### config.mk
export PLATFORM = sky130hd
export DESIGN_NAME = store_merge_buffer
export DESIGN_NICKNAME = d
export VERILOG_FILES = /design/src/rtl/smb_pkg.sv /design/src/rtl/store_aligner.sv /design/src/rtl/store_merge_buffer.sv
export SDC_FILE = /design/constraint.sdc
export NUM_CORES = 2
export LEC_CHECK = 0
export CAP_MARGIN = 30
export CORE_ASPECT_RATIO = 1.25
export CORE_MARGIN = 5
export CORE_UTILIZATION = 30
export DETAILED_ROUTE_END_ITERATION = 16
export GPL_ROUTABILITY_DRIVEN = 0
export GPL_TIMING_DRIVEN = 1
export PLACE_DENSITY_LB_ADDON = 0.2
export SLEW_MARGIN = 30
export SYNTH_ARGS = -nofsm -noshare
export SYNTH_HDL_FRONTEND = slang
export SYNTH_SLANG_ARGS = --single-unit
export TNS_END_PERCENT = 5
### constraint.sdc
create_clock -name clk -period 5.1 [get_ports clk]
set_clock_uncertainty 0.2 [all_clocks]
set_input_delay 1.02 -clock clk [delete_from_list [all_inputs] [get_ports clk]]
set_output_delay 1.02 -clock clk [all_outputs]
set_load 0.02 [all_outputs]
### src/rtl/smb_pkg.sv
// Shared types and constants for the store merge buffer.
// Line entries carry the line address, the aligned 128-bit image and its byte-select.
package smb_pkg;

    localparam int LINE_BYTES  = 16;
    localparam int OFF_W       = 4;
    localparam int SMB_ADDR_W  = 16;
    localparam int LINE_ADDR_W = SMB_ADDR_W - OFF_W;

    typedef struct packed {
        logic [LINE_ADDR_W-1:0]  line_addr;
        logic [LINE_BYTES*8-1:0] data;
        logic [LINE_BYTES-1:0]   sel;
    } line_entry_t;

    typedef enum logic [1:0] {
        RUN   = 2'd0,
        FLUSH = 2'd1,
        DONE  = 2'd2
    } smb_state_t;

endpackage

### src/rtl/store_aligner.sv
// Places a byte or halfword store into a line-wide image with its byte-select.
// Misaligned words and unsupported masks are flagged illegal and produce an empty select.
module store_aligner
    import smb_pkg::*;
(
    input  logic [OFF_W-1:0]        off_i,
    input  logic [15:0]             data_i,
    input  logic [1:0]              wmask_i,
    output logic [LINE_BYTES*8-1:0] img_o,
    output logic [LINE_BYTES-1:0]   sel_o,
    output logic                    illegal_o
);

    logic is_byte;
    logic is_word;

    always_comb begin
        is_byte   = (wmask_i == 2'b01);
        is_word   = (wmask_i == 2'b11);
        illegal_o = !(is_byte || (is_word && !off_i[0]));
        img_o     = '0;
        sel_o     = '0;
        if (!illegal_o) begin
            sel_o = (is_word ? LINE_BYTES'(3) : LINE_BYTES'(1)) << off_i;
            img_o = (LINE_BYTES*8)'(is_word ? data_i : {8'h00, data_i[7:0]}) << {off_i, 3'b000};
        end
    end

endmodule

### src/rtl/store_merge_buffer.sv
// Write-combining store buffer: coalesces stores into line entries and drains them in order.
// Also flags line conflicts for a pending load address.
module store_merge_buffer
    import smb_pkg::*;
#(
    parameter int DEPTH  = 4,
    parameter int ADDR_W = SMB_ADDR_W
) (
    input  logic                    clk,
    input  logic                    rst_n,
    input  logic                    st_valid,
    output logic                    st_ready,
    input  logic [ADDR_W-1:0]       st_addr,
    input  logic [15:0]             st_data,
    input  logic [1:0]              st_wmask,
    output logic                    st_err,
    output logic                    wr_valid,
    input  logic                    wr_ready,
    output logic [ADDR_W-5:0]       wr_line_addr,
    output logic [LINE_BYTES*8-1:0] wr_data,
    output logic [LINE_BYTES-1:0]   wr_sel,
    input  logic [ADDR_W-1:0]       ld_addr,
    output logic                    ld_conflict,
    input  logic                    flush_req,
    output logic                    flush_done
);

    localparam int PTR_W = $clog2(DEPTH);
    localparam logic [PTR_W:0] DEPTH_C = (PTR_W+1)'(DEPTH);
    localparam logic [PTR_W:0] TWO_C   = (PTR_W+1)'(2);

    line_entry_t         ent_q [DEPTH];
    line_entry_t         ent_d [DEPTH];
    logic [PTR_W-1:0]    head_q, head_d, tail_q, tail_d, last_idx;
    logic [PTR_W:0]      count_q, count_d;
    smb_state_t          state_q, state_d;
    logic                st_err_q;

    logic [LINE_BYTES*8-1:0] a_img;
    logic [LINE_BYTES-1:0]   a_sel;
    logic                    a_illegal;
    logic merge_hit, st_fire, do_merge, do_alloc, do_drain;
    logic unused_ld_off;

    store_aligner u_align (
        .off_i     (st_addr[OFF_W-1:0]),
        .data_i    (st_data),
        .wmask_i   (st_wmask),
        .img_o     (a_img),
        .sel_o     (a_sel),
        .illegal_o (a_illegal)
    );

    assign unused_ld_off = ^ld_addr[OFF_W-1:0];

    // Only the youngest entry merges, and never while it is also the head on the cache port.
    assign last_idx  = tail_q - 1'b1;
    assign merge_hit = (count_q >= TWO_C) && (ent_q[last_idx].line_addr == st_addr[ADDR_W-1:OFF_W]);
    assign st_ready  = (state_q == RUN) && ((count_q < DEPTH_C) || merge_hit);
    assign st_fire   = st_valid && st_ready;
    assign do_merge  = st_fire && !a_illegal && merge_hit;
    assign do_alloc  = st_fire && !a_illegal && !merge_hit;
    assign do_drain  = wr_valid && wr_ready;

    assign wr_valid     = (count_q != '0);
    assign wr_line_addr = ent_q[head_q].line_addr;
    assign wr_data      = ent_q[head_q].data;
    assign wr_sel       = ent_q[head_q].sel;
    assign st_err       = st_err_q;
    assign flush_done   = (state_q == DONE);

    always_comb begin
        ld_conflict = 1'b0;
        for (int unsigned i = 0; i < DEPTH; i++) begin
            if ((ent_q[i].sel != '0) && (ent_q[i].line_addr == ld_addr[ADDR_W-1:OFF_W]))
                ld_conflict = 1'b1;
        end
    end

    // A cleared select marks a free slot, so drained entries drop out of the conflict check.
    always_comb begin
        ent_d = ent_q;
        if (do_drain)
            ent_d[head_q].sel = '0;
        if (do_merge) begin
            for (int unsigned b = 0; b < LINE_BYTES; b++) begin
                if (a_sel[b])
                    ent_d[last_idx].data[b*8 +: 8] = a_img[b*8 +: 8];
            end
            ent_d[last_idx].sel = ent_q[last_idx].sel | a_sel;
        end
        if (do_alloc) begin
            ent_d[tail_q].line_addr = st_addr[ADDR_W-1:OFF_W];
            ent_d[tail_q].data      = a_img;
            ent_d[tail_q].sel       = a_sel;
        end
        head_d  = head_q + PTR_W'(do_drain);
        tail_d  = tail_q + PTR_W'(do_alloc);
        count_d = count_q + (PTR_W+1)'(do_alloc) - (PTR_W+1)'(do_drain);
    end

    always_comb begin
        state_d = state_q;
        case (state_q)
            RUN:     if (flush_req) state_d = FLUSH;
            FLUSH:   if (count_q == '0) state_d = DONE;
            DONE:    state_d = RUN;
            default: state_d = RUN;
        endcase
    end

    always_ff @(posedge clk) begin
        if (!rst_n) begin
            head_q   <= '0;
            tail_q   <= '0;
            count_q  <= '0;
            state_q  <= RUN;
            st_err_q <= 1'b0;
            for (int unsigned i = 0; i < DEPTH; i++)
                ent_q[i].sel <= '0;
        end else begin
            head_q   <= head_d;
            tail_q   <= tail_d;
            count_q  <= count_d;
            state_q  <= state_d;
            st_err_q <= st_fire && a_illegal;
            ent_q    <= ent_d;
        end
    end

endmodule

* Yosys cells after proc, flatten, opt, wreduce, memory -nomap -nowiden
Index checks and enable logic that the tools add are counted.
** Word-level totals
- Flip-flop bits (word level) :: 634
- Word-level logic and storage cells :: 191
** Cells by class
- Add/subtract/negate cells :: 5
- $lt $le $gt $ge :: 8
- Equal/unequal tests :: 11
- Shifts and indexed selects :: 2
- Multiplexer cells :: 115
- Bitwise logic cells :: 4
- Reductions and logical operators :: 29
** Operators by type and width (count)
- 624-bit two-way mux :: 35
- 624-bit bitwise mux :: 21
- 156-bit demux with 2-bit select :: 21
- 156-bit two-way mux :: 5
- 156-bit binary-select mux with 2-bit select :: 2
- 144-bit two-way mux :: 2
- 128-bit two-way mux :: 2
- 136-bit two-way mux :: 1
- 128-bit by 7-bit << shifter with 128-bit output :: 1
- 120-bit two-way mux :: 1
- 112-bit two-way mux :: 1
- 104-bit two-way mux :: 1
- 96-bit two-way mux :: 1
- 88-bit two-way mux :: 1
- 16-bit two-way mux :: 5
- 80-bit two-way mux :: 1
- 72-bit two-way mux :: 1
- 64-bit two-way mux :: 1
- 16-bit nonzero test :: 4
- 12-bit == test :: 5
- 56-bit two-way mux :: 1
- 48-bit two-way mux :: 1
- 40-bit two-way mux :: 1
- 32-bit two-way mux :: 1
- 25 further kinds :: 58

* Logic depth before layout (Yosys ltp)
- Word-level depth :: 64
- Gate-level depth with buffers :: 21
- Depth with buffers taken out :: 15

* Modules after synthesis
From an unflattened synthesis, not the netlist that was laid out.
** Second synthesis, totals
- Cells, all modules :: 2219
- Area, all modules :: 35417.7 µm²
** By module, submodules not included
- store_merge_buffer :: times used 1, cells each 2025, area each 34321.7 µm²
- store_aligner :: times used 1, cells each 194, area each 1096.1 µm²

* Worst setup path after synthesis
OpenSTA, ideal clock, no wires.
- Kind :: flip-flop to output port
- Start :: reg tail_q[0]
- End :: out st_ready
- Arrival :: 3.632 ns
- Data required time :: 3.880 ns
- Path slack :: 0.248 ns
- Cell stages (with the launch flop) :: 15
- Path buffers :: 6
- Cells stage by stage :: dfxtp_1 > buf_4 > inv_1 > clkbuf_1 > clkbuf_1 > ha_1 > buf_2 > buf_2 > mux4_2 > xnor2_1 > nand3_1 > nor4_1 > buf_2 > nand2_1 > a21boi_0
** Between the ends
- Cells in the longest elaborated chain, start to end :: 9
** Ends and longest elaborated chain
- start, declared :: RTL line store_merge_buffer.sv:34 : logic [PTR_W-1:0] head_q, head_d, tail_q, tail_d, last_idx;
- start signal, assigned :: RTL line store_merge_buffer.sv:123 : tail_q <= tail_d;
- 2-bit by 1-bit subtractor with 2-bit output :: RTL line store_merge_buffer.sv:57 : assign last_idx = tail_q - 1'b1;
- 2-bit inverter with 3-bit output (not written as such) :: RTL line store_merge_buffer.sv:58 : assign merge_hit = (count_q >= TWO_C) && (ent_q[last_idx].line_addr == st_addr[ADDR_W-1:OFF_W]);
- 156-bit binary-select mux with 2-bit select :: RTL line store_merge_buffer.sv:58
- 156-bit two-way mux (2 in series)
- 12-bit == test :: RTL line store_merge_buffer.sv:58
- 1-bit logical AND :: RTL line store_merge_buffer.sv:58
- 1-bit logical OR :: RTL line store_merge_buffer.sv:59 : assign st_ready = (state_q == RUN) && ((count_q < DEPTH_C) || merge_hit);
- 1-bit logical AND :: RTL line store_merge_buffer.sv:59
- end, declared :: RTL line store_merge_buffer.sv:12 : output logic st_ready,
No other way between the ends. The select of a mux whose other input is x is not followed.

==> flow_summary.yaml <==
timing:
  maxSlewHeadroom: 0.3221
  fin_crit_ps: 4617
  layout_setup_ws_ps: 482.9
  worst_hold_slack_ps: 275.1
  max_freq_ghz: 0.2166
  finalSetupViolCount: 0
  final_max_slew_viol_count: 0
  fin_tns_setup_ps: 0
  finalHoldViolCount: 0
  rsz0062_at_grt: "no"
  finalCritPeriodShare: 0.9053
  worst_pin_slew_ps: 1017
critical_path:
  crit_fanout: 13
  slowest_stage: "or4_1"
  crit_chain: "inv_1 -> ha_4 -> mux4_2 -> xnor2_1 -> nand3_1 -> or4_1 -> o21ai_2 -> buf_4 -> o21ai_1 -> mux2_2"
  cp-end-kind: "flip-flop"
  start_kind: "flip-flop"
  critPathRequiredTime_ps: 5270
  cp_top_family: "simple AND/OR/NAND/NOR gates"
  slowest_delay_ps: 730
  path_buf_inv: 2
  criticalPathCategory: "reg -> reg"
  crit_arrival_ps: 4780
power_and_ir_drop:
  p_leak_nw: 13.62
  ir_drop_uv: 201.6
  power.density_nw_per_um2: 396.7
cts:
  cts.clk_slew.worst_paths_ps: 50
  clock_path_buffers: 3
  htreeDepth: 3
  cts.sink_count: 634
  numCtsBuffers: 72
  cts-root-buf: "clkbuf_16"
  post-cts-setup-buffers: 0
  cts_tree: "done"
  worstSkewPairLatency_ps: 640
layout:
  final_core_util: 0.3670
  n_fill_cell: 10370
  nets: 2679
  syn2layout_area_growth_pct: 21.62
  multiInputGateArea_um2: 14250
  final-seq-area_um2: 18310
  drive_above_1_share: 0.2750
synthesis:
  ys.flop_type: "edfxtp_1"
  synth_cell_type_count: 57
  synthArstFlopShare: 0
  synth_edf_count: 560
  synth.most_common_cell: "edfxtp_1"
  synthesis.instances: 2327
  synth.avg_cell_area_um2: 14.23
  synth_largest_area_cell: "edfxtp_1"
  ys_seq_area_frac: 0.5525
  syn_nets: 2392
  ys_seq_elements: 634
  synthTopCellsByArea: "edfxtp_1 51%, mux4_2 11%, a22o_1 6.5%"
  synth_common_cells: "560 x edfxtp_1, 244 x a22o_1, 189 x mux2_2"
  yosysTopAreaCellShare: 0.5077
  yosys_warnings: 0
  netlist_area_um2: 33120
routing:
  drtIter0Drc: 3081
  routedWlPerCell_um: 30.74
  drt-pass1-iter-count: 6
  vias: 24230
  antenna_left: 0
  avgViaCountPerCell: 5.879
  drc: 0
  drt_wl_total_mm: 126.7
global_routing:
  grt_pass1_vias: 24790
  grt_pass1_wl_mm: 182.0
  grt_usage: 0.2087
  grt_max_degree: 164
  antenna_found_initial: 11
  grt-ovfl-total: 0
placed_design:
  dp_hpwl_mm: 86.38
  place_ws_ps: 248.8
  place.port_buffers: 211
floorplanning:
  core.rowCount: 136
  die_area_um2: 117200
  start_util: 0.3018
  core_um2: 109800
  io-pin-count: 216
  die_w_um: 307.2
  die-height_um: 381.5
min_path:
  hp-class: "reg -> reg"
outcome:
  status: "finished clean"
run:
  max_cap_viol_count: 0
cell type report:
type | instances | share of cell area
clock buffers | 91 | 0.04830
multi-input cells | 1510 | 0.3539
diodes | 4 | 0.0002485
repair buffers | 378 | 0.08905
inverters | 18 | 0.001677
clock inverters | 38 | 0.007393
well taps | 1449 | 0.04501
flip-flops and latches | 634 | 0.4544
through the flow:
step | cell area (um^2) | cells | power, mW
after floorplan | 33120 | 2327 | 8.821
after global placement | 37970 | 3987 | 10.99
after detailed placement | 38000 | 3989 | 11.02
after CTS | 40260 | 4118 | 16.18
after global routing | 40270 | 4118 | 16.58
final | 40280 | 4122 | 15.98
cell families (layout without fill, tap and decap cells):
logic type / Yosys count / after routing / share of synthesized area
AOI/OAI and AO/OA: 645 / 645 / 0.1529
DFF: 634 / 634 / 0.5525
and+or+nand+nor: 403 / 403 / 0.06347
muxes: 387 / 387 / 0.1877
buffers and inverters: 183 / 525 / 0.02225
xor gates and xnor gates: 65 / 65 / 0.01719
adders and majority gates: 10 / 10 / 0.004005
other: 0 / 4 / 0
cell usage in the layout, fill, tap and decap left out, types with 74 or more instances in the layout:
cell type and instances:
nor2_1 97, edfxtp_1 560, a21oi_1 122, clkdlybuf4s50_1 209
mux2_2 189, a22o_1 244, buf_4 148, clkbuf_16 74
mux4_2 168
per-layer routing:
metal  track usage  share of wire  wire length (um)
met5             0        0.00018                23
met4       0.07819          0.041              5246
met3       0.04975          0.084             10650
met2        0.3382           0.47             60120
met1        0.2726           0.40             50670
power by group:
group	leakage, nW	internal (mW)	total [mW]	switching [mW]
sequential	6.06	6.08	6.36	0.281
combinational	6.46	2.09	4.52	2.43
clock	1.10	2.90	5.10	2.20
total	13.6	11.1	16.0	4.91
final timing paths:
path / start / end / slack [ps] / cells after the start
setup / recovery: tail_q[1] / ent_q[425] / 480 / 10
setup reg to reg: tail_q[1] / ent_q[425] / 480 / 10
hold / removal: state_q[1] / state_q[0] / 280 / 1
hold reg to reg: state_q[1] / state_q[0] / 280 / 1
repair_timing:
action	4_1_cts	5_1_grt
setup endpoints to repair	1	1
gates resized for setup	3	1
hold buffers	0	0
sequential cells by signal, indices dropped and copies added, names as in the netlist:
| signal | count |
|---|---|
| count_q | 3 |
| ent_q | 624 |
| head_q | 2 |
| st_err | 1 |
| state_q | 2 |
| tail_q | 2 |
Note: power is estimated with default switching activity, not from simulation.
